--- src/rtl/multicart_pkg.sv ---
// Shared types and constants for the multicart mapper.
// The optional NVRAM window is selected by defining MULTICART_NVRAM_EN.
package multicart_pkg;

  typedef enum logic [1:0] {
    ST_IDLE   = 2'd0,
    ST_PULSE  = 2'd1,
    ST_COMMIT = 2'd2
  } rst_state_t;

  typedef enum logic [1:0] {
    TAG_PASS  = 2'b00,
    TAG_ROM   = 2'b01,
    TAG_RAM   = 2'b10,
    TAG_NVRAM = 2'b11
  } region_tag_t;

  localparam logic [7:0] OFF_GLOBAL = 8'hF0;
  localparam logic [7:0] OFF_RESET  = 8'hFF;
  localparam logic [7:0] RESET_KEY  = 8'hA5;

endpackage

--- src/rtl/multicart_reset_seq.sv ---
// Soft-reset sequencer: IDLE -> PULSE (RST_CYCLES) -> COMMIT -> IDLE.
// All outputs are registered; o_commit is high for the single COMMIT cycle.
module multicart_reset_seq
  import multicart_pkg::*;
#(
  parameter int RST_CYCLES = 32
) (
  input  logic clk,
  input  logic reset_n,
  input  logic i_trigger,
  output logic o_soft_reset,
  output logic o_busy,
  output logic o_commit
);

  rst_state_t r_state;
  logic [7:0] r_cnt;
  logic       r_soft, r_busy, r_commit;

  always_ff @(posedge clk or negedge reset_n) begin
    if (!reset_n) begin
      r_state  <= ST_IDLE;
      r_cnt    <= '0;
      r_soft   <= 1'b0;
      r_busy   <= 1'b0;
      r_commit <= 1'b0;
    end else begin
      case (r_state)
        ST_IDLE: if (i_trigger) begin
          r_state <= ST_PULSE;
          r_cnt   <= 8'(RST_CYCLES - 1);
          r_soft  <= 1'b1;
          r_busy  <= 1'b1;
        end
        ST_PULSE: if (r_cnt == 8'd0) begin
          r_state  <= ST_COMMIT;
          r_soft   <= 1'b0;
          r_commit <= 1'b1;
        end else begin
          r_cnt <= r_cnt - 8'd1;
        end
        ST_COMMIT: begin
          r_state  <= ST_IDLE;
          r_commit <= 1'b0;
          r_busy   <= 1'b0;
        end
        default: begin
          r_state  <= ST_IDLE;
          r_soft   <= 1'b0;
          r_busy   <= 1'b0;
          r_commit <= 1'b0;
        end
      endcase
    end
  end

  assign o_soft_reset = r_soft;
  assign o_busy       = r_busy;
  assign o_commit     = r_commit;

endmodule

--- src/rtl/multicart_mapper.sv ---
// Cartridge bank mapper: per-window shadow/live bank registers, boot mode, soft-reset commit.
// Define MULTICART_NVRAM_EN to add the NVRAM window on ram123/io2/io3 with dirty tracking.
module multicart_mapper
  import multicart_pkg::*;
#(
  parameter int               NUM_WIN    = 4,
  parameter int               BANK_W     = 8,
  parameter int               RST_CYCLES = 32,
  parameter logic [BANK_W-1:0] BOOT_BANK = '1
) (
  input  logic               clk,
  input  logic               reset_n,
  input  logic               active,
  input  logic               vic_strobe,
  input  logic [15:0]        vic_addr,
  input  logic               vic_wr_n,
  input  logic               vic_io2_sel,
  input  logic               vic_io3_sel,
  input  logic               vic_ram123_sel,
  input  logic [NUM_WIN-1:0] vic_win_sel,
  input  logic [7:0]         from_vic,
  output logic [7:0]         to_vic,
  output logic               mc_qm,
  output logic [BANK_W+14:0] mc_addr,
  output logic               mc_wr_n,
  output logic               mc_sdram_en,
  output logic               mc_soft_reset,
  output logic               mc_busy,
  output logic               mc_nvram_sel,
  output logic               nvram_dirty,
  input  logic               nvram_dirty_clr
);

  localparam int AW = BANK_W + 15;

  logic [7:0] w_off;
  logic       w_busy, w_commit, w_trigger, w_reg_wr, w_rd;
  logic       w_nv_sel, w_nv_en;
  logic       r_bank_ena;

  logic [NUM_WIN-1:0][BANK_W-1:0] w_lv_bank;
  logic [NUM_WIN-1:0]             w_lv_ram, w_lv_wp;
  logic [NUM_WIN-1:0][7:0]        w_rd_lo, w_rd_ctl;

  assign w_off     = vic_addr[7:0];
  assign w_reg_wr  = vic_strobe && vic_io3_sel && !vic_wr_n && !w_busy;
  assign w_rd      = vic_strobe && vic_io3_sel && vic_wr_n;
  assign w_trigger = w_reg_wr && (w_off == OFF_RESET) && (from_vic == RESET_KEY);

  multicart_reset_seq #(.RST_CYCLES(RST_CYCLES)) u_seq (
    .clk          (clk),
    .reset_n      (reset_n),
    .i_trigger    (w_trigger),
    .o_soft_reset (mc_soft_reset),
    .o_busy       (w_busy),
    .o_commit     (w_commit)
  );
  assign mc_busy = w_busy;

  for (genvar gi = 0; gi < NUM_WIN; gi++) begin : g_win
    logic [BANK_W-1:0] r_sh_bank, r_lv_bank, w_nxt_bank;
    logic              r_sh_ram, r_sh_wp, r_lv_ram, r_lv_wp;
    logic              w_wr_lo, w_wr_ctl, w_nxt_ram, w_nxt_wp;
    logic [13:0]       w_cur;

    assign w_wr_lo   = w_reg_wr && (w_off == 8'(2*gi));
    assign w_wr_ctl  = w_reg_wr && (w_off == 8'(2*gi + 1));
    assign w_cur     = 14'(r_sh_bank);
    // Bank bits above 7 live in the low bits of the control byte.
    assign w_nxt_bank = w_wr_lo  ? BANK_W'({w_cur[13:8], from_vic}) :
                        w_wr_ctl ? BANK_W'({from_vic[5:0], w_cur[7:0]}) : r_sh_bank;
    assign w_nxt_ram = w_wr_ctl ? from_vic[7] : r_sh_ram;
    assign w_nxt_wp  = w_wr_ctl ? from_vic[6] : r_sh_wp;

    always_ff @(posedge clk or negedge reset_n) begin
      if (!reset_n) begin
        r_sh_bank <= '0;
        r_sh_ram  <= 1'b0;
        r_sh_wp   <= 1'b0;
        r_lv_bank <= '0;
        r_lv_ram  <= 1'b0;
        r_lv_wp   <= 1'b0;
      end else if (w_wr_lo || w_wr_ctl) begin
        r_sh_bank <= w_nxt_bank;
        r_sh_ram  <= w_nxt_ram;
        r_sh_wp   <= w_nxt_wp;
        if (r_bank_ena) begin
          r_lv_bank <= w_nxt_bank;
          r_lv_ram  <= w_nxt_ram;
          r_lv_wp   <= w_nxt_wp;
        end
      end else if (w_commit) begin
        r_lv_bank <= r_sh_bank;
        r_lv_ram  <= r_sh_ram;
        r_lv_wp   <= r_sh_wp;
      end
    end

    assign w_lv_bank[gi] = r_lv_bank;
    assign w_lv_ram[gi]  = r_lv_ram;
    assign w_lv_wp[gi]   = r_lv_wp;
    assign w_rd_lo[gi]   = w_cur[7:0];
    assign w_rd_ctl[gi]  = {r_sh_ram, r_sh_wp, w_cur[13:8]};
  end

`ifdef MULTICART_NVRAM_EN
  logic r_nv_en, r_nv_dirty;

  assign w_nv_en  = r_nv_en;
  assign w_nv_sel = active && r_nv_en && (vic_ram123_sel || vic_io2_sel || vic_io3_sel);

  always_ff @(posedge clk or negedge reset_n) begin
    if (!reset_n) begin
      r_nv_en    <= 1'b0;
      r_nv_dirty <= 1'b0;
    end else begin
      if (w_reg_wr && (w_off == OFF_GLOBAL)) r_nv_en <= from_vic[0];
      if (vic_strobe && !vic_wr_n && w_nv_sel) r_nv_dirty <= 1'b1;
      else if (nvram_dirty_clr)                r_nv_dirty <= 1'b0;
    end
  end

  assign mc_nvram_sel = w_nv_sel;
  assign nvram_dirty  = r_nv_dirty;
`else
  logic w_unused;

  assign w_unused     = &{1'b0, nvram_dirty_clr, vic_io2_sel, vic_ram123_sel};
  assign w_nv_en      = 1'b0;
  assign w_nv_sel     = 1'b0;
  assign mc_nvram_sel = 1'b0;
  assign nvram_dirty  = 1'b0;
`endif

  // Register readback returns shadow values, so software sees what it wrote before commit.
  logic       w_rd_hit;
  logic [7:0] w_rd_data;

  always_comb begin
    w_rd_hit  = 1'b0;
    w_rd_data = '0;
    for (int i = 0; i < NUM_WIN; i++) begin
      if (w_off == 8'(2*i))     begin w_rd_hit = 1'b1; w_rd_data = w_rd_lo[i];  end
      if (w_off == 8'(2*i + 1)) begin w_rd_hit = 1'b1; w_rd_data = w_rd_ctl[i]; end
    end
    if (w_off == OFF_GLOBAL) begin
      w_rd_hit  = 1'b1;
      w_rd_data = {7'd0, w_nv_en};
    end
  end

  logic [7:0] r_to_vic;
  logic       r_qm;

  always_ff @(posedge clk or negedge reset_n) begin
    if (!reset_n) begin
      r_to_vic   <= '0;
      r_qm       <= 1'b0;
      r_bank_ena <= 1'b0;
    end else begin
      r_qm       <= w_rd && w_rd_hit;
      r_to_vic   <= (w_rd && w_rd_hit) ? w_rd_data : 8'd0;
      if (w_commit) r_bank_ena <= 1'b1;
    end
  end

  assign to_vic = r_to_vic;
  assign mc_qm  = r_qm;

  logic              w_win_hit, w_win_ram, w_win_wp;
  logic [BANK_W-1:0] w_win_bank;

  always_comb begin
    w_win_hit  = 1'b0;
    w_win_bank = '0;
    w_win_ram  = 1'b0;
    w_win_wp   = 1'b0;
    for (int i = NUM_WIN - 1; i >= 0; i--) begin
      if (vic_win_sel[i]) begin
        w_win_hit  = 1'b1;
        w_win_bank = w_lv_bank[i];
        w_win_ram  = w_lv_ram[i];
        w_win_wp   = w_lv_wp[i];
      end
    end

    mc_addr = {TAG_PASS, (AW-2)'(vic_addr)};
    mc_wr_n = vic_wr_n;
    if (active && w_nv_sel) begin
      mc_addr = {TAG_NVRAM, (AW-2)'(vic_addr)};
    end else if (active && w_win_hit) begin
      if (!r_bank_ena) begin
        mc_addr = {TAG_ROM, BOOT_BANK, vic_addr[12:0]};
        mc_wr_n = 1'b1;
      end else begin
        mc_addr = {(w_win_ram ? TAG_RAM : TAG_ROM), w_win_bank, vic_addr[12:0]};
        mc_wr_n = vic_wr_n || !w_win_ram || w_win_wp;
      end
    end
  end

  assign mc_sdram_en = (|vic_win_sel) || w_nv_sel;

endmodule

--- config.mk ---
export PLATFORM = sky130hd
export DESIGN_NAME = multicart_mapper
export DESIGN_NICKNAME = d
export VERILOG_FILES = /design/src/rtl/multicart_pkg.sv /design/src/rtl/multicart_reset_seq.sv /design/src/rtl/multicart_mapper.sv
export SDC_FILE = /design/constraint.sdc
export NUM_CORES = 1
export LEC_CHECK = 0
export ABC_AREA = 0
export ABC_CLOCK_PERIOD_IN_PS = 4000
export CELL_PAD_IN_SITES_DETAIL_PLACEMENT = 0
export CELL_PAD_IN_SITES_GLOBAL_PLACEMENT = 1
export CORE_MARGIN = 2
export CORE_UTILIZATION = 50
export DETAILED_ROUTE_END_ITERATION = 12
export DONT_BUFFER_PORTS = 1
export HOLD_SLACK_MARGIN = 0.05
export PLACE_DENSITY = 0.86
export SETUP_SLACK_MARGIN = 0.15
export SYNTH_ARGS = -nofsm -noshare
export SYNTH_HDL_FRONTEND = slang
export SYNTH_SLANG_ARGS = --single-unit
--- constraint.sdc ---
create_clock -name clk -period 4 [get_ports clk]
set_input_delay 0.8 -clock clk [delete_from_list [all_inputs] [get_ports clk]]
set_output_delay 0.8 -clock clk [all_outputs]
set_load 0.01 [all_outputs]
==> results of run 1 <==
[final timing paths]
check	endpoint	slack, ns	depth (start not counted)
setup / recovery	mc_wr_n	0.69	4
hold / removal	g_win[1].r_lv_bank[4]	0.11	0
setup reg to reg	g_win[1].r_lv_bank[2]	1.67	4
hold reg to reg	g_win[3].r_lv_wp	0.51	1
max in group asynchronous	to_vic[0]	3.74	0
min in group clk	g_win[3].r_lv_wp	0.51	1
[critical path: stages, from the launching register on]
cell and delay, ns:
dfrtp_1 0.84, inv_1 0.09, a2111oi_0 0.74, o22ai_1 0.19, a21o_2 0.27
[sequential cells by signal, indices dropped and copies added (netlist names)]
name / cells
r_bank_ena: 1
g_win.r_lv_wp: 4
u_seq.o_commit: 1
g_win.r_sh_ram: 4
g_win.r_lv_ram: 4
g_win.r_sh_wp: 4
to_vic: 8
g_win.r_lv_bank: 32
mc_qm: 1
g_win.r_sh_bank: 32
u_seq.r_state: 2
u_seq.o_busy: 1
u_seq.o_soft_reset: 1
u_seq.r_cnt: 8
[power by group through the flow]
stage               combinational (W)  sequential, W  clock [W]
global route                0.0000523        0.00104   0.000719
CTS                         0.0000481        0.00104   0.000675
global placement            0.0000476        0.00106          0
floorplan                   0.0000625        0.00106          0
detailed placement          0.0000480        0.00106          0
finish                      0.0000480        0.00104   0.000668
[routing by layer]
metal  global-route usage  vias to the layer above
met5                    0                        -
met4               0.0800                        0
met3               0.0555                       17
met2                0.332                      119
met1                0.289                     1651
li1                     -                     1479
[Yosys cell counts, types with 3 or more instances]
| library cell | count |
|---|---|
| buf_2 | 6 |
| and2_1 | 3 |
| mux2i_4 | 4 |
| nand2b_1 | 3 |
| a22oi_1 | 7 |
| nor2b_1 | 9 |
| nand4b_1 | 3 |
| inv_1 | 9 |
| and3_1 | 16 |
| a31oi_1 | 5 |
| xor2_1 | 5 |
| nand3_1 | 6 |
| nand4_4 | 4 |
| nor3_1 | 5 |
| mux2i_1 | 3 |
| o21ai_0 | 16 |
| nand2_1 | 14 |
| a211o_1 | 6 |
| nor2_1 | 12 |
| a221oi_1 | 7 |
| mux2_2 | 80 |
| dfrtp_1 | 103 |
| buf_4 | 15 |
| a21oi_1 | 16 |
| nand4_1 | 9 |
| clkbuf_1 | 10 |
[cell families (layout without fill, tap and decap cells)]
logic type,count (synthesis),count (layout),share of synthesized area
other,1,2,0.000734
DFF,103,103,0.504
buffers and inverters,46,29,0.0507
and+or+nand+nor,103,103,0.133
adders and majority gates,2,2,0.00489
muxes,89,89,0.209
xor gates and xnor gates,5,5,0.00857
AOI/OAI and AO/OA,69,69,0.0893
[per-stage QoR]
stage                     utilization  power [W]
after floorplan                     -    0.00113
after global placement          0.516    0.00111
after detailed placement        0.516    0.00111
after CTS                       0.536    0.00177
after global routing            0.536    0.00181
final                           0.536    0.00176
[layout make-up]
| class | instances | area, um^2 |
|---|---|---|
| sequential | 103 | 2580 |
| timing repair buffer | 4 | 30.0 |
| clock buffer | 12 | 145 |
| clock inverter | 4 | 55.1 |
| fill | 830 | 4580 |
| inverter | 9 | 33.8 |
| multi-input combinational | 270 | 2280 |
| tap | 133 | 166 |
==> metrics.cfg, run 1 <==
[setup_path]
reg2reg_from = u_seq.o_busy
cp-startpoint = r_bank_ena
cp_max_fo = 15
critPathLaunchType = flip-flop
required_ns = 3.20
path_class = reg -> out
arrival_ns = 2.51
critPathCaptureType = output port

[detailed_routing]
wl_met1_um = 5020
wl_met3_um = 788
ant_nets = 0
top_layer = met4
drt_iter0_markers = 161
drt-vias-per-instance = 6.10
wire_per_inst_um = 21.1
totalWireLength_um = 11300
dr.pass1.iters = 5
wl_met2_um = 5230
drc_errors = 0
via_count = 3266

[grt]
grt_pass1_vias = 3312
grt_usage = 0.214
grt_pass1_wl_um = 18100
overflow = 0
antenna_found_initial = 0
grt_max_degree = 104

[timing]
drv_slew = 0
fin_crit_ns = 3.31
whs_ns = 0.111
hold_viol = 0
fmax_mhz = 302
setup_viol = 0
setup_ws_ns = 0.694
clock_skew_ns = 0.0109
worst_pin_slew_ns = 0.926
fin_crit_sh = 0.827
rsz0062_at_grt = no
maxSlewHeadroom = 0.381
tns_ns = 0

[place]
dp_hpwl_um = 8010
dp.cells = 519
place_area_mm2 = 0.00509
io_buffer_count = 0
gp_congestion = 0.815
post-place-ws_ns = 1.05

[floorplan]
die_h_um = 105
io_pins = 75
rows = 36
core_mm2 = 0.00986
die-area_mm2 = 0.0110
die_w_um = 105
start_util = 0.518

[logic_synthesis]
ys_ff_latch = 103
synthArstFlopShare = 1.00
yosys.area.top_type = dfrtp_1
yosysTopAreaCellShare = 0.504
ys_seq_area_frac = 0.504
syn_inst = 418
syn_area_mm2 = 0.00511
netlist_top_cells_area = dfrtp_1 50%, mux2_2 18%, buf_4 2.2%
synth_edf_count = 0
yosysWarningCount = 0
synth.distinct_cells = 57
ys.flop_type = dfrtp_1
syn_avg_cell_area_um2 = 12.2

[finish]
n_antenna_cell = 0
final_cell_mix = 103 x dfrtp_1, 80 x mux2_2, 16 x a21oi_1, 16 x o21ai_0, 16 x and3_1
final_cells = 535
syn_to_final_growth_pct = 3.43
final_common_cell = dfrtp_1
drive_gt1_frac = 0.294
nets = 436
post-route-cell-area_mm2 = 0.00529

[pwr]
power.share.clock = 0.380
peakVddDrop_mv = 0.151
switching_share = 0.221
internal_power_w = 0.00137
p_seq_frac = 0.593
comb_power_share = 0.027
leakagePower_nw = 2.46
power_per_cell_area_mw_per_mm2 = 332
switching_power_w = 0.000389

[cts]
clk_path_buf_depth = 2
cts_setup_buffers = 0
ctsResizeCount = 0
cts_hold_buffers = 0
clkTransAtPathRegs_ns = 0.10
cts_tree = yes
cts_buffers = 9
htree_levels = 3
clock_latency_ns = 0.37
cts_root_buffer = clkbuf_8
clock-sinks = 103

[run_status]
status = finished, final reports clean

[min_path]
hp-class = in -> async

[run]
cap_violations = 0

Power figures use the tool's default switching activity.
==> run 2: changes to the inputs <==
--- a/config.mk
+++ b/config.mk
@@ -6,15 +6,15 @@
 export NUM_CORES = 1
 export LEC_CHECK = 0
 export ABC_AREA = 0
-export ABC_CLOCK_PERIOD_IN_PS = 4000
+export ABC_CLOCK_PERIOD_IN_PS = 2930
 export CELL_PAD_IN_SITES_DETAIL_PLACEMENT = 0
 export CELL_PAD_IN_SITES_GLOBAL_PLACEMENT = 1
 export CORE_MARGIN = 2
-export CORE_UTILIZATION = 50
+export CORE_UTILIZATION = 46
 export DETAILED_ROUTE_END_ITERATION = 12
 export DONT_BUFFER_PORTS = 1
 export HOLD_SLACK_MARGIN = 0.05
-export PLACE_DENSITY = 0.86
+export PLACE_DENSITY = 0.83
 export SETUP_SLACK_MARGIN = 0.15
 export SYNTH_ARGS = -nofsm -noshare
 export SYNTH_HDL_FRONTEND = slang
==> constraint.sdc (replaced) <==
create_clock -name clk -period 2.93 [get_ports clk]
set_input_delay 0.586 -clock clk [delete_from_list [all_inputs] [get_ports clk]]
set_output_delay 0.586 -clock clk [all_outputs]
set_load 0.01 [all_outputs]
==> run 2 against run 1 <==
The run now ends with negative hold slack left. Die area is 8.4% higher. Non-clock buffer count is 2 higher. Critical path depth stayed put. Global-route usage is 0.66 points lower. Clock power is 43% higher. Routed wire length is 2.6% higher. Via count is 0.49% lower. First-iteration DRC count is 9.9% higher. Sequential share of layout area is 0.34 points lower. Utilization is 4.5 points lower. Setup slack worse by 0.23 ns. Sequential power is 37% higher.
==> metrics.cfg, run 2 (synthesized netlist as in run 1, its figures left out) <==
[run_status]
status = finished with violations  ; was finished, final reports clean
violations = negative hold slack

[timing]
drv_slew = 0  ; unchanged
setup_viol = 0  ; unchanged
fin_crit_ns = 2.47
fin_crit_sh = 0.842
worst_pin_slew_ns = 0.683  ; was 0.926 ns
whs_ns = -0.122  ; was 0.111 ns
fmax_mhz = 405
tns_ns = 0  ; unchanged
maxSlewHeadroom = 0.543  ; was 0.381
hold_viol = 103  ; was 0
clock_skew_ns = 0.0150  ; was 0.0109 ns
rsz0062_at_grt = no  ; unchanged

[detailed_routing]
drt_iter0_markers = 177  ; was 161
dr.pass1.iters = 4  ; was 5
totalWireLength_um = 11600  ; was 11300 um
wire_per_inst_um = 21.3  ; was 21.1 um
ant_nets = 0  ; unchanged
drt-vias-per-instance = 5.97  ; was 6.10
drc_errors = 0  ; unchanged
via_count = 3250  ; was 3266

[setup_path]
critPathSlowestCell = or4_1  ; was dfrtp_1
arrival_ns = 1.88  ; was 2.51 ns
cp_max_fo = 7  ; was 15
cpPeakStageDelay_ns = 0.60  ; was 0.84 ns
critPathLaunchType = input pin  ; was flip-flop
critPathCaptureType = output port  ; unchanged
path_class = in -> out  ; was reg -> out
required_ns = 2.34  ; was 3.20 ns
crit_chain = or4_1 > and2_1 > nand3_1 > o22a_1  ; was inv_1 > a2111oi_0 > o22ai_1 > a21o_2

[floorplan]
core_mm2 = 0.0108  ; was 0.00986 mm^2
rows = 38  ; was 36
die-area_mm2 = 0.0120  ; was 0.0110 mm^2
start_util = 0.472  ; was 0.518
die_w_um = 109  ; was 105 um
io_pins = 75  ; unchanged
die_h_um = 109  ; was 105 um

[cts]
htree_levels = 3  ; unchanged
cts_tree = yes  ; unchanged
cts_root_buffer = clkbuf_8  ; unchanged
cts_buffers = 9  ; unchanged
clock_latency_ns = 0.39  ; was 0.37 ns
ctsResizeCount = 0  ; unchanged
cts_setup_buffers = 0  ; unchanged
clkTransAtPathRegs_ns = 0.11  ; was 0.10 ns
clock-sinks = 103  ; unchanged
clk_path_buf_depth = 2  ; unchanged

[place]
dp_hpwl_um = 8150  ; was 8010 um
gp_congestion = 0.819  ; was 0.815
io_buffer_count = 0  ; unchanged
place_area_mm2 = 0.00511  ; was 0.00509 mm^2
dp.cells = 528  ; was 519

[run]
cap_violations = 0  ; unchanged

[grt]
grt_pass1_vias = 3251  ; was 3312
antenna_found_initial = 0  ; unchanged
grt_usage = 0.207  ; was 0.214
grt_pass1_wl_um = 18500  ; was 18100 um
overflow = 0  ; unchanged
grt_max_degree = 104  ; unchanged

[finish]
final_common_cell = dfrtp_1  ; unchanged
nets = 438  ; was 436
n_antenna_cell = 0  ; unchanged
drive_gt1_frac = 0.302  ; was 0.294
top_regs = g_win.r_lv_bank (32), g_win.r_sh_bank (32)  ; unchanged
fillers = 982  ; was 830
final_core_util = 0.491  ; was 0.536
final_cell_mix = 103 x dfrtp_1, 80 x mux2_2, 16 x a21oi_1, 16 x o21ai_0, 16 x and3_1  ; unchanged
final_cells = 544  ; was 535
syn_to_final_growth_pct = 4.16  ; was 3.43%
post-route-cell-area_mm2 = 0.00533  ; was 0.00529 mm^2

[pwr]
switching_power_w = 0.000583  ; was 0.000389 W
p_seq_frac = 0.582  ; was 0.593
leakagePower_nw = 2.48  ; was 2.46 nW
power_per_cell_area_mw_per_mm2 = 459  ; was 332 mW/mm^2
peakVddDrop_mv = 0.244  ; was 0.151 mV
power.share.clock = 0.390  ; was 0.380
switching_share = 0.239  ; was 0.221
comb_power_share = 0.027  ; about the same
internal_power_w = 0.00186  ; was 0.00137 W

[min_path]
hp-class = in -> async  ; unchanged

## run 2: cell count changes in the layout (fill, tap and decap cells not counted)
cell,previous run,this run
inv_6,0,2
clkbuf_1,2,0
clkinvlp_4,1,0
clkinv_4,2,3
clkbuf_8,10,9
clkinv_8,0,1
buf_4,4,6
## run 2: critical path: cells and delay by family
family	cells	cell delay, ns
and+or+nand+nor	3	1.09
AOI/OAI and AO/OA	1	0.20
## run 2: cell type report
class / count / area (um^2) / area share
inverter: 9 / 33.8 / 0.00634
multi-input combinational: 270 / 2280 / 0.428
clock buffer: 9 / 124 / 0.0233
tap: 140 / 175 / 0.0329
clock inverter: 7 / 90.1 / 0.0169
sequential: 103 / 2580 / 0.484
timing repair buffer: 6 / 45.0 / 0.00846
## run 2: path summary, 6_finish.rpt
kind | start | to | slack, ns | depth (start not counted)
hold / removal | reset_n | to_vic[3] | -0.12 | 0
min in group clk | from_vic[4] | g_win[2].r_sh_bank[4] | 0.36 | 1
max in group asynchronous | reset_n | g_win[3].r_sh_ram | 2.90 | 0
hold reg to reg | g_win[1].r_lv_bank[5] | g_win[1].r_lv_bank[5] | 0.52 | 1
setup reg to reg | u_seq.o_busy | g_win[0].r_lv_bank[0] | 0.64 | 4
setup / recovery | vic_win_sel[3] | mc_addr[15] | 0.46 | 4
## run 2: per-stage QoR
| stage | power, W | setup WS (ns) |
|---|---|---|
| after global placement | 0.00152 | 0.453 |
| after global routing | 0.00253 | 0.432 |
| after detailed placement | 0.00152 | 0.444 |
| final | 0.00244 | 0.463 |
| after CTS | 0.00246 | 0.448 |
| after floorplan | 0.00154 | 0.556 |
## run 2: layer usage
metal | vias up | global-route usage | part of all wire
li1 | 1479 | - | -
met1 | 1664 | 0.295 | 0.47
met2 | 97 | 0.319 | 0.46
met3 | 10 | 0.0528 | 0.061
met4 | 0 | 0.0515 | 0.011
met5 | - | 0 | 0
## run 2: power groups by stage
stage               Sequential [W]  Clock (W)  Combinational, W
global placement           0.00145          0         0.0000670
finish                     0.00142   0.000953         0.0000669
global route               0.00142    0.00103         0.0000734
floorplan                  0.00145          0         0.0000853
CTS                        0.00142   0.000970         0.0000676
detailed placement         0.00145          0         0.0000675
==> run 3: changes to the inputs <==
--- a/config.mk
+++ b/config.mk
@@ -5,16 +5,16 @@
 export SDC_FILE = /design/constraint.sdc
 export NUM_CORES = 1
 export LEC_CHECK = 0
-export ABC_AREA = 0
-export ABC_CLOCK_PERIOD_IN_PS = 2930
+export ABC_AREA = 1
+export ABC_CLOCK_PERIOD_IN_PS = 2450
 export CELL_PAD_IN_SITES_DETAIL_PLACEMENT = 0
 export CELL_PAD_IN_SITES_GLOBAL_PLACEMENT = 1
 export CORE_MARGIN = 2
-export CORE_UTILIZATION = 46
+export CORE_UTILIZATION = 47
 export DETAILED_ROUTE_END_ITERATION = 12
 export DONT_BUFFER_PORTS = 1
 export HOLD_SLACK_MARGIN = 0.05
-export PLACE_DENSITY = 0.83
+export PLACE_DENSITY = 0.87
 export SETUP_SLACK_MARGIN = 0.15
 export SYNTH_ARGS = -nofsm -noshare
 export SYNTH_HDL_FRONTEND = slang
==> constraint.sdc (replaced) <==
create_clock -name clk -period 2.45 [get_ports clk]
set_input_delay 0.49 -clock clk [delete_from_list [all_inputs] [get_ports clk]]
set_output_delay 0.49 -clock clk [all_outputs]
set_load 0.01 [all_outputs]
==> run 3 against run 2 <==
The flow still finishes with violations (negative hold slack). Die area is 2.7% lower. Design area is 0.63% higher. Combinational power is 78% higher. Utilization is 2.3 points higher. Via count is 25% higher. Synthesized area is 0.71% lower. Sequential cell count stayed put. Cell count is 38% higher. Largest cell class unchanged. Highest routed layer unchanged.
==> metrics.cfg, run 3 <==
[place]
io_buffer_count = 0  ; unchanged
dp_hpwl_um = 9140  ; was 8150 um
gp_congestion = 0.837  ; was 0.819

[floorplan]
die_w_um = 108  ; was 109 um
io_pins = 75  ; unchanged
die-area_mm2 = 0.0116  ; was 0.0120 mm^2
start_util = 0.487  ; was 0.472
die_h_um = 108  ; was 109 um
core_mm2 = 0.0104  ; was 0.0108 mm^2
rows = 37  ; was 38

[logic_synthesis]
synth_common_cells = 153 x nand2_1, 103 x dfrtp_1, 86 x inv_1  ; was 103 x dfrtp_1, 80 x mux2_2, 16 x a21oi_1, 16 x and3_1, 16 x o21ai_0
synth_top_family_by_area = simple AND/OR/NAND/NOR gates  ; was multiplexers
syn_avg_cell_area_um2 = 8.23  ; was 12.2 um^2
ys_seq_area_frac = 0.508  ; was 0.504
yosysTopAreaCellShare = 0.508  ; was 0.504
synth_xor_area_frac = 0.00863  ; was 0.00857
yosys.area_share.simple = 0.195  ; was 0.133
synth.distinct_cells = 33  ; was 57
ys_ff_latch = 103  ; unchanged
synthArstFlopShare = 1.00  ; unchanged
synth_compound_area_frac = 0.172  ; was 0.0893
synth_edf_count = 0  ; unchanged
yosys.area.top_type = dfrtp_1  ; unchanged
yosysWarningCount = 0  ; unchanged
ys.flop_type = dfrtp_1  ; unchanged
synth.area.mux_share = 0  ; was 0.209
synth.most_common_cell = nand2_1  ; was dfrtp_1
syn_area_mm2 = 0.00508  ; was 0.00511 mm^2
netlist_top_cells_area = dfrtp_1 51%, nand2_1 11%, inv_1 6.4%  ; was dfrtp_1 50%, mux2_2 18%, buf_4 2.2%
synth_adder_area_share = 0.00493  ; was 0.00489
syn_inst = 617  ; was 418

[timing]
rsz0062_at_grt = no  ; unchanged
tns_ns = 0  ; unchanged
fin_crit_sh = 0.886
hold_viol = 103  ; unchanged
fmax_mhz = 461
setup_viol = 0  ; unchanged
whs_ns = -0.199  ; was -0.122 ns
fin_crit_ns = 2.17
worst_pin_slew_ns = 0.557  ; was 0.683 ns
maxSlewHeadroom = 0.627  ; was 0.543
clock_skew_ns = 0.00852  ; was 0.0150 ns
drv_slew = 0  ; unchanged

[run]
cap_violations = 0  ; unchanged

[pwr]
leakagePower_nw = 2.46  ; was 2.48 nW
power.share.clock = 0.382  ; was 0.390
p_total_w = 0.00296  ; was 0.00244 W
comb_power_share = 0.040  ; was 0.027
p_seq_frac = 0.578  ; was 0.582
peakVddDrop_mv = 0.332  ; was 0.244 mV
internal_power_w = 0.00223  ; was 0.00186 W
switching_share = 0.246  ; was 0.239
power_per_cell_area_mw_per_mm2 = 553  ; was 459 mW/mm^2
switching_power_w = 0.000730  ; was 0.000583 W

[grt]
grt_pass1_wl_um = 20500  ; was 18500 um
grt_usage = 0.232  ; was 0.207
grt_max_degree = 104  ; unchanged
antenna_found_initial = 0  ; unchanged
grt_pass1_vias = 4036  ; was 3251
overflow = 0  ; unchanged

[cts]
cts_root_buffer = clkbuf_8  ; unchanged
clock-sinks = 103  ; unchanged
clkTransAtPathRegs_ns = 0.10  ; was 0.11 ns
cts_setup_buffers = 0  ; unchanged
clock_latency_ns = 0.37  ; was 0.39 ns
cts_tree = yes  ; unchanged
htree_levels = 3  ; unchanged
cts_buffers = 9  ; unchanged
clk_path_buf_depth = 2  ; unchanged

[finish]
fillers = 1020  ; was 982
n_antenna_cell = 0  ; unchanged
top_regs = g_win.r_lv_bank (32), g_win.r_sh_bank (32)  ; unchanged
syn_to_final_growth_pct = 5.57  ; was 4.16%
drive_gt1_frac = 0.102  ; was 0.302
final_cell_mix = 152 x nand2_1, 103 x dfrtp_1, 86 x inv_1, 56 x o21ai_0, 35 x o21ai_1  ; was 103 x dfrtp_1, 80 x mux2_2, 16 x a21oi_1, 16 x o21ai_0, 16 x and3_1
final_core_util = 0.514  ; was 0.491
final_common_cell = nand2_1  ; was dfrtp_1
nets = 650  ; was 438

[detailed_routing]
drt_iter0_markers = 335  ; was 177
drc_errors = 0  ; unchanged
wire_per_inst_um = 16.3  ; was 21.3 um
totalWireLength_um = 12300  ; was 11600 um
via_count = 4070  ; was 3250
dr.pass1.iters = 5  ; was 4
ant_nets = 0  ; unchanged
drt-vias-per-instance = 5.41  ; was 5.97

[setup_path]
cp_max_fo = 8  ; was 7
reg2reg_from = u_seq.o_busy  ; unchanged
cpMostUsedCell = inv_1
required_ns = 1.96  ; was 2.34 ns
reg2regPathDepth = 9  ; was 4
path_class = in -> out  ; unchanged
worst_r2r_endpoint = g_win[1].r_lv_ram  ; was g_win[0].r_lv_bank[0]
crit_chain = inv_1 > nor2_1 > inv_1 > o221ai_1 > o211ai_1 > a21oi_1  ; was or4_1 > and2_1 > nand3_1 > o22a_1
critPathSlowestCell = a21oi_1  ; was or4_1
arrival_ns = 1.68  ; was 1.88 ns
critPathLaunchType = input pin  ; unchanged
critPathCaptureType = output port  ; unchanged
r2r_slack_ns = 0.49  ; was 0.64 ns
cpPeakStageDelay_ns = 0.37  ; was 0.60 ns

[run_status]
violations = negative hold slack  ; unchanged
status = finished with violations  ; unchanged

[min_path]
hp-class = in -> async  ; unchanged

## run 3: cell count changes in the layout (fill, tap and decap cells not counted), sizes merged, moves of 8 or more
cell    delta
mux2      -80
buf        +8
inv       +83
nor2      +26
nor2b      -9
o21ai     +84
and3      -16
o211ai     +8
o221ai     +8
nand3     +12
nand2    +142
## run 3: through the flow
step / std cells / hold WS (ns) / worst slack, ns / area, um^2
after CTS: 752 / -0.213 / 0.214 / 5360
final: 752 / -0.199 / 0.280 / 5360
after global placement: 736 / 0.198 / 0.252 / 5150
after floorplan: 618 / 0.194 / 0.479 / 5080
after detailed placement: 736 / 0.199 / 0.225 / 5150
after global routing: 752 / -0.234 / 0.208 / 5360
## run 3: how the worst max path moves through the flow
stage,from,end,slack (ns)
floorplan,vic_win_sel[0],mc_addr[13],0.48
global placement,vic_win_sel[1],mc_addr[15],0.25
global route,vic_win_sel[3],mc_addr[20],0.21
finish,vic_win_sel[3],mc_addr[18],0.28
detailed placement,vic_win_sel[1],mc_addr[15],0.22
CTS,vic_win_sel[1],mc_addr[15],0.21
## run 3: area by class of cell
type,instances,area (um^2),area share
flip-flops and latches,103,2580,0.481
multi-input cells,389,1940,0.363
inverters,94,353,0.0658
well taps,136,170,0.0318
clock buffers,9,124,0.0231
repair buffers,14,105,0.0196
clock inverters,7,86.3,0.0161
## run 3: what timing repair did
| item | in CTS | in global routing |
|---|---|---|
| endpoints found under the hold margin | 103 | 103 |
| gates resized for setup | 0 | 1 |
| setup endpoints to repair | 0 | 4 |
## run 3: worst max-delay path, delay by kind of cell
family | cells | cell delay [ns]
AO/OA/AOI/OAI | 3 | 0.81
AND/OR/NAND/NOR | 1 | 0.15
buffers and inverters | 2 | 0.22
## run 3: power groups by stage
| stage | clock network, W | registers (W) | logic [W] |
|---|---|---|---|
| global placement | 0 | 0.00175 | 0.000116 |
| floorplan | 0 | 0.00175 | 0.000108 |
| global route | 0.00124 | 0.00172 | 0.000131 |
| detailed placement | 0 | 0.00175 | 0.000116 |
| CTS | 0.00116 | 0.00171 | 0.000117 |
| finish | 0.00113 | 0.00171 | 0.000119 |
## run 3: cell families after synthesis
| logic type | count (synthesis) |
|---|---|
| other | 1 |
| AOI/OAI and AO/OA | 150 |
| DFF | 103 |
| xor gates and xnor gates | 5 |
| adders and majority gates | 2 |
| buffers and inverters | 126 |
| and+or+nand+nor | 230 |
## run 3: layer usage
layer / part of all wire / vias to the layer above / track usage
met5: 0 / - / 0
met4: 0.040 / 0 / 0.106
met3: 0.044 / 32 / 0.0400
met2: 0.46 / 90 / 0.368
met1: 0.45 / 1975 / 0.311
li1: - / 1973 / -
